## src/rtl/trace_capture.sv

```systemverilog
// Samples processor debug trace records on PC change, buffers them, and streams them as 32-bit beats.
// Optional macro TRACE_TIMESTAMP_EN adds a per-record cycle timestamp beat.
module trace_capture #(
  parameter int DEPTH  = 16,
  parameter int ADDR_W = 4
) (
  input  logic              clk,
  input  logic              rst_n,
  input  logic [31:0]       trace_pc,
  input  logic [31:0]       trace_instr,
  input  logic [31:0]       trace_result,
  input  logic              capture_en,
  input  logic              clear,
  input  logic              rd_ready,
  output logic              rd_valid,
  output logic [31:0]       rd_data,
  output logic [1:0]        rd_field,
  output logic              rd_last,
  output logic [ADDR_W:0]   count,
  output logic              overflow
);

  typedef enum logic [2:0] {
    IDLE,
    BEAT_PC,
    BEAT_INSTR,
    BEAT_RES
`ifdef TRACE_TIMESTAMP_EN
    , BEAT_TS
`endif
  } state_t;

`ifdef TRACE_TIMESTAMP_EN
  localparam state_t LAST_BEAT = BEAT_TS;
`else
  localparam state_t LAST_BEAT = BEAT_RES;
`endif

  state_t              state, state_nxt;
  logic [31:0]         pc_mem    [DEPTH];
  logic [31:0]         instr_mem [DEPTH];
  logic [31:0]         res_mem   [DEPTH];
  logic [ADDR_W-1:0]   wr_ptr, rd_ptr;
  logic [ADDR_W:0]     count_q;
  logic                overflow_q;
  logic [31:0]         last_pc;
  logic                first;
  logic                offer, full, pop, push, more;

`ifdef TRACE_TIMESTAMP_EN
  logic [31:0]         ts_mem [DEPTH];
  logic [31:0]         cyc_cnt;

  always_ff @(posedge clk or negedge rst_n) begin
    if (!rst_n) cyc_cnt <= '0;
    else        cyc_cnt <= cyc_cnt + 32'd1;
  end
`endif

  assign offer    = capture_en && (first || (trace_pc != last_pc));
  assign full     = (count_q == (ADDR_W+1)'(DEPTH));
  assign rd_valid = (state != IDLE);
  assign rd_last  = (state == LAST_BEAT);
  assign pop      = rd_valid && rd_ready && rd_last;
  // A full FIFO still takes a record when the head frees its slot on the same edge.
  assign push     = offer && (!full || pop);
  assign more     = (count_q > (ADDR_W+1)'(1)) || push;
  assign count    = count_q;
  assign overflow = overflow_q;

  always_comb begin
    state_nxt = state;
    rd_data   = '0;
    rd_field  = 2'd0;
    case (state)
      IDLE: begin
        if (count_q != '0) state_nxt = BEAT_PC;
      end
      BEAT_PC: begin
        rd_data  = pc_mem[rd_ptr];
        rd_field = 2'd0;
        if (rd_ready) state_nxt = BEAT_INSTR;
      end
      BEAT_INSTR: begin
        rd_data  = instr_mem[rd_ptr];
        rd_field = 2'd1;
        if (rd_ready) state_nxt = BEAT_RES;
      end
      BEAT_RES: begin
        rd_data  = res_mem[rd_ptr];
        rd_field = 2'd2;
`ifdef TRACE_TIMESTAMP_EN
        if (rd_ready) state_nxt = BEAT_TS;
`else
        if (rd_ready) state_nxt = more ? BEAT_PC : IDLE;
`endif
      end
`ifdef TRACE_TIMESTAMP_EN
      BEAT_TS: begin
        rd_data  = ts_mem[rd_ptr];
        rd_field = 2'd3;
        if (rd_ready) state_nxt = more ? BEAT_PC : IDLE;
      end
`endif
      default: state_nxt = IDLE;
    endcase
  end

  always_ff @(posedge clk or negedge rst_n) begin
    if (!rst_n)     state <= IDLE;
    else if (clear) state <= IDLE;
    else            state <= state_nxt;
  end

  always_ff @(posedge clk or negedge rst_n) begin
    if (!rst_n) begin
      wr_ptr     <= '0;
      rd_ptr     <= '0;
      count_q    <= '0;
      overflow_q <= 1'b0;
      last_pc    <= '0;
      first      <= 1'b1;
    end else if (clear) begin
      wr_ptr     <= '0;
      rd_ptr     <= '0;
      count_q    <= '0;
      overflow_q <= 1'b0;
      first      <= 1'b1;
    end else begin
      if (!capture_en) begin
        first <= 1'b1;
      end else if (offer) begin
        last_pc <= trace_pc;
        first   <= 1'b0;
      end
      if (push)          wr_ptr     <= wr_ptr + ADDR_W'(1);
      if (offer && !push) overflow_q <= 1'b1;
      if (pop)           rd_ptr     <= rd_ptr + ADDR_W'(1);
      case ({push, pop})
        2'b10:   count_q <= count_q + (ADDR_W+1)'(1);
        2'b01:   count_q <= count_q - (ADDR_W+1)'(1);
        default: count_q <= count_q;
      endcase
    end
  end

  // Storage has no reset; only slots below count are ever read.
  always_ff @(posedge clk) begin
    if (push && !clear) begin
      pc_mem[wr_ptr]    <= trace_pc;
      instr_mem[wr_ptr] <= trace_instr;
      res_mem[wr_ptr]   <= trace_result;
`ifdef TRACE_TIMESTAMP_EN
      ts_mem[wr_ptr]    <= cyc_cnt;
`endif
    end
  end

endmodule

```

## config.mk

```make
export PLATFORM = sky130hd
export DESIGN_NAME = trace_capture
export DESIGN_NICKNAME = d
export VERILOG_FILES = /design/src/rtl/trace_capture.sv
export SDC_FILE = /design/constraint.sdc
export NUM_CORES = 1
export LEC_CHECK = 0
export ABC_AREA = 1
export CAP_MARGIN = 0
export CORE_AREA = 4 4 441 443
export CTS_CLUSTER_SIZE = 28
export DETAILED_ROUTE_END_ITERATION = 8
export DIE_AREA = 0 0 445 447
export GPL_TIMING_DRIVEN = 0
export PLACE_DENSITY_LB_ADDON = 0.08
export SYNTH_ARGS = -nofsm -noshare
export SYNTH_HDL_FRONTEND = slang
export SYNTH_SLANG_ARGS = --single-unit
```

## constraint.sdc

```tcl
create_clock -name clk -period 24.4 [get_ports clk]
set_input_delay 4.88 -clock clk [delete_from_list [all_inputs] [get_ports clk]]
set_output_delay 4.88 -clock clk [all_outputs]
set_load 0.005 [all_outputs]
```

# ---- Yosys cells after proc, flatten, opt, wreduce, memory -nomap -nowiden
# Memory sizes are Yosys's and may differ from the RTL's.
# Index checks and enable logic that the tools add are counted.
# W data, S select, Z words.
dict set report op_classes {
  n_addsub 4
  n_lt_le_gt_ge 1
  eq_ne 12
  muxes 22
  bitwise 1
  n_reduce_logical 21
}
# operator n
set op_table {}
lappend op_table {{$pmux W32 S3} 1}
lappend op_table {{$ne A32 B32 Y1} 1}
lappend op_table {{$mux W4} 4}
lappend op_table {{$mux W3} 5}
lappend op_table {{$ne A3 B3 Y1 const B} 4}
lappend op_table {{$pmux W3 S4} 1}
lappend op_table {{$pmux W5 S2} 1}
lappend op_table {{$add A4 B1 Y4 const B} 2}
lappend op_table {{$mux W1} 8}
lappend op_table {{$eq A3 B2 Y1 const B} 2}
lappend op_table {{$logic_and A1 B1 Y1} 6}
lappend op_table {{$reduce_bool A2 Y1} 3}
lappend op_table {{$reduce_bool A3 Y1} 2}
lappend op_table {{$add A5 B1 Y5 const B} 1}
lappend op_table {{$eq A5 B5 Y1 const B} 1}
lappend op_table {{$gt A5 B1 Y1 const B} 1}
lappend op_table {{$mux W5} 1}
lappend op_table {{$reduce_bool A5 Y1} 1}
lappend op_table {{$sub A5 B1 Y5 const B} 1}
lappend op_table {{$pmux W2 S2} 1}
lappend op_table {{$reduce_and A4 Y1} 1}
lappend op_table {{$eq A3 B1 Y1 const B} 1}
lappend op_table {{$logic_not A1 Y1} 3}
lappend op_table {{$logic_not A3 Y1} 1}
lappend op_table {{other kinds (6)} 8}
dict set report word_totals {
  ff_bits 50
  mem_bits_rw 1536
  in_bits 101
  wordCells 71
  mem_count 3
}
# name words word_bits read_ports rd_ports_with_merged_regs wr line
set memory_table {}
lappend memory_table {instr_mem 16 32 1 0 1 41} ;# logic [31:0] instr_mem [DEPTH];
lappend memory_table {pc_mem 16 32 1 0 1 40} ;# logic [31:0] pc_mem [DEPTH];
lappend memory_table {res_mem 16 32 1 0 1 42} ;# logic [31:0] res_mem [DEPTH];

# ---- Depth between registers and ports, before layout
dict set report logic_depth {
  depth_word 10
  ltp_mapped 15
  ltp_nobuf 15
}

# ---- Worst setup path after synthesis
# OpenSTA, ideal clock, no wires.
dict set report synth_timing {
  path_kind {in2reg}
  from {input trace_pc[29]}
  to {memory instr_mem[10][0], enable pin}
  setup_ns 0.669
  arrival_ns 12.237
  t_required_ns 23.731
  setup_slack_ns 11.494
  cell_stages 13
  path_buffers 0
  cell_sequence {inv_1 -> nand2_1 -> nand2_1 -> inv_1 -> nand3_1 -> nor2_1 -> nand2_1 -> nor2_1 -> nand2_1 -> nand3_1 -> inv_1 -> nand2_1 -> nor3_1}
}
dict set report synth_via {
  elab_chain_cells 7
}
# item line
set synth_rtl {}
lappend synth_rtl {{start, declared} 9} ;# input logic [31:0] trace_pc,
lappend synth_rtl {{$ne A32 B32 Y1} 60} ;# assign offer = capture_en && (first || (trace_pc != last_pc));
lappend synth_rtl {{$logic_or A1 B1 Y1} 60}
lappend synth_rtl {{$logic_and A1 B1 Y1} 60}
lappend synth_rtl {{$logic_and A1 B1 Y1} 66} ;# assign push = offer && (!full || pop);
lappend synth_rtl {{$logic_and A1 B1 Y1} 149} ;# if (push && !clear) begin
lappend synth_rtl {{$mux W1} 149}
lappend synth_rtl {{$mux W1 (implied by the code)} 151} ;# instr_mem[wr_ptr] <= trace_instr;
lappend synth_rtl {{end, declared} 41}
# No other way between the ends.

# ---- Worst setup path in the final report
dict set report layout_timing {
  from {register rd_ptr[3]}
  to {output rd_data[7]}
}
dict set report layout_via {
  elab_chain_cells 2
}
# item line
set layout_rtl {}
lappend layout_rtl {{start, declared} 43} ;# logic [ADDR_W-1:0] wr_ptr, rd_ptr;
lappend layout_rtl {{start signal, assigned} 138} ;# if (pop) rd_ptr <= rd_ptr + ADDR_W'(1);
lappend layout_rtl {{$mem_v2 Z16 W32, on equally long branches} n/a}
lappend layout_rtl {{$pmux W32 S3 (*)} 75} ;# case (state)
lappend layout_rtl {{end, declared} 16} ;# output logic [31:0] rd_data,
# Mark *: on every way between the ends. The rest lies on a longest branch, timed or not.

==> impl_results.md <==
- Smallest hold slack: 508 ps
- Crit-path most repeated cell: clkbuf_1
- Critical Path Start Type: flop
- Clock Pin Slew Worst Setup and Hold Paths: 60 ps
- CP max FO: 10
- Worst slack, placed: 14740 ps
- CP Capture Point: rd_data[7]
- Share of cells above drive strength 1: 10.8%
- Synth Warn #: 0
- Initial DRT Pass Iterations: 5
- Fin crit share: 43.4%
- WP depth: 9
- Clock sink total: 1585
- Max Clk Rate: 94.5 MHz
- CP top delay family: buffers and inverters
- Failing checks: capacitance limit, slew limit
- Die extent in x: 445 um
- Post-CTS Setup Bufs: 0
- Synth Cell Area: 62600 um2
- Avg Vias per Cell: 5.54
- Maximum buffer depth of the clock tree: 3
- Reg2reg setup slack: 20180 ps
- Iteration-0 DRC count of the detailed router: 5152
- LEAKAGE: 24.6 nW
- M2 GR Usage: 38.2%
- # port buffers: 141
- Setup TNS: 0 ps
- Ys flop type: edfxtp_1
- Drt wl/cell: 32.3 um
- WL final: 253000 um
- Path depth of the worst reg2reg path: 16
- GRT busiest layer: met2
- WS Path Type: reg -> out
- Worst slew pin tran: 1550 ps
- Largest net degree at the start of global routing: 30
- Core ar.: 190000 um2
- Syn Nets: 4750
- DRC errors left: 0
- WP buf/inv: 6
- Worst r2r dst: instr_mem[9][16]
- Fin. Hold Viols: 0
- R2r startpoint: state[0]
- Grt ovf: 0
- Worst EP required: 19520 ps
- CP Cell Sequence: buf_2 > clkinv_1 > clkbuf_1 > clkbuf_1 > o211ai_1 > a21oi_1 > o21ai_1 > inv_1 > clkdlybuf4s50_1
- Synth top area cells: edfxtp_1 74%, o21ai_0 6.4%, nor2_1 4.9%
- P&R area growth vs syn: 20.1%
- Hold Buf Count CTS: 0
- CTS tree: yes
- Reg area: 47400 um2
- Top-count cell post-synth: edfxtp_1
- CP max-delay cell: clkbuf_1
- Hold Crit Class: reg -> reg
- Vias in the first global route: 41400
- Critical Path Source: rd_ptr[3]
- Status: finished with violations
- Final min period: 10580 ps
- Max_cap viols: 1
- Post-cts repair resize count: 0
- Worst-skew pair later-pin latency: 820 ps
- Final max-slew violation count: 11
- Hold depth: 2
- Slowest cell delay on critical path: 970 ps
- GRT met3 Usage: 4.46%
- Total Die Area: 199000 um2
- Peak VDD IR: 0.0000462 V
- WP data arrival: 5700 ps
- Vias: 43300
- Hold Startpoint: last_pc[5]
- Area fraction of the dominant cell type after synthesis: 73.7%
- Synth top cells by count: 1536 x edfxtp_1, 812 x nor2_1, 795 x o21ai_0, 261 x nand2_1, 251 x o221ai_1
- RSZ-0062 raised after global routing: false
- EDFF count, synth: 1536
- CTS buffer count: 181
- Synth unique cells: 30
- Seq/Total Area, Yosys: 75.6%
- Ys async rst share: 3.09%
- Area of the multi-input gates: 13500 um2
- Met1 Track Usage GR: 36.3%
- Final worst slack: 13820 ps
- Layout filler cell count: 17900
- # setup viols final: 0
- Synthesized flop and latch total: 1585
- Htree depth: 4
- RePlAce Congestion: 0.871
- Nets: 5277
- Detail Placement HPWL: 179000 um
- Slew HR: -3.17%
- Syn Area/Cell: 13.5 um2
- Total I/O pin count: 143
- Starting density of the core: 33.0%
- Crit end category: primary output
- Synth area leader: edfxtp_1
- Gr usage total: 24.9%
- Synth Instances: 4636
- Global-route wire length before repair: 345000 um
- Root Buffer: clkbuf_16
- Row count: 160
- Clk_skew: 28.9 ps
- Pwr dens: 80.9 nW/um2
- Antenna violations before repair: 27
- Final ANT Viol Nets: 0
- Die Y: 447 um
-- report_power, final --
| part | internal, mW | switching (mW) |
|---|---|---|
| Clock | 1.40 | 1.13 |
| Sequential | 3.02 | 0.0124 |
| Combinational | 0.139 | 0.386 |
| Total | 4.56 | 1.52 |
-- area by class of cell --
class	count	share of cell area, %
antenna	9	0.0300
buffer	341	1.96
clock buffer	227	6.28
clock inverter	95	0.836
inverter	100	0.499
multi-input combinational	2610	18.0
sequential	1585	63.0
tap	2511	4.18
timing repair buffer	344	5.27
-- metal layers --
metal,share of wire [%],wire (um),vias up
met3,7.5,18800,281
met1,45,114000,22600
met5,0.011,27,-
li1,-,-,18600
met2,44,112000,1862
met4,3.0,7460,4
-- cells in the final DEF (no fill, tap or decap), drive strengths merged --
cell and instances:
bufinv 3, mux2 12, nor3 17, nand4 6, dfrtp 48, buf 325
o211ai 134, o21a 1, a32o 1, o22ai 121, clkbuf 448, nor4 1
o21ai 835, clkinvlp 1, inv 106, a211oi 1, edfxtp 1536, xor2 5
ha 13, clkdlybuf4s50 139, nand2 261, xnor2 13, clkinv 85, diode 9
nor2 812, dfstp 1, o221ai 251, a21oi 38, nand3 88
-- per-stage QoR --
step                      power, mW  utilization, %  instances  cell area (um2)
after global placement         3.61            35.4       7288            67200
after CTS                      6.12            39.6       7813            75200
after detailed placement       3.61            36.7       7491            69800
final                          6.08            39.6       7822            75200
after floorplan                3.28               -       4636            62600
after global routing           6.26            39.6       7816            75200
-- how the worst min path moves through the flow --
stage	endpoint	slack (ps)
after detailed placement	overflow	490
after CTS	last_pc[5]	510
after floorplan	last_pc[3]	470
after global placement	last_pc[3]	490
after global routing	overflow	530
final	last_pc[5]	510
-- tightest hold or removal path, stage by stage, from the launching register on --
cell,delay (ps)
dfrtp_1,360
nand2_1,50
o21ai_0,60
-- kinds of logic (layout without fill, tap and decap cells) --
logic type | after synthesis | after routing | synth area share, %
AO/OA/AOI/OAI | 1382 | 1382 | 13.3
XOR/XNOR | 18 | 18 | 0.252
adder cells (fa/ha/maj) | 13 | 13 | 0.260
buffers and inverters | 441 | 1107 | 2.95
flip-flops | 1585 | 1585 | 75.6
multiplexers | 12 | 12 | 0.216
other | 0 | 9 | 0
AND/OR/NAND/NOR | 1185 | 1185 | 7.34
-- flip-flops by register name, indices dropped and copies added, names as in the netlist --
name,count
state,2
rd_ptr,4
first,1
res_mem,512
count,5
wr_ptr,4
pc_mem,512
overflow,1
instr_mem,512
last_pc,32
Power figures use the tool's default switching activity.
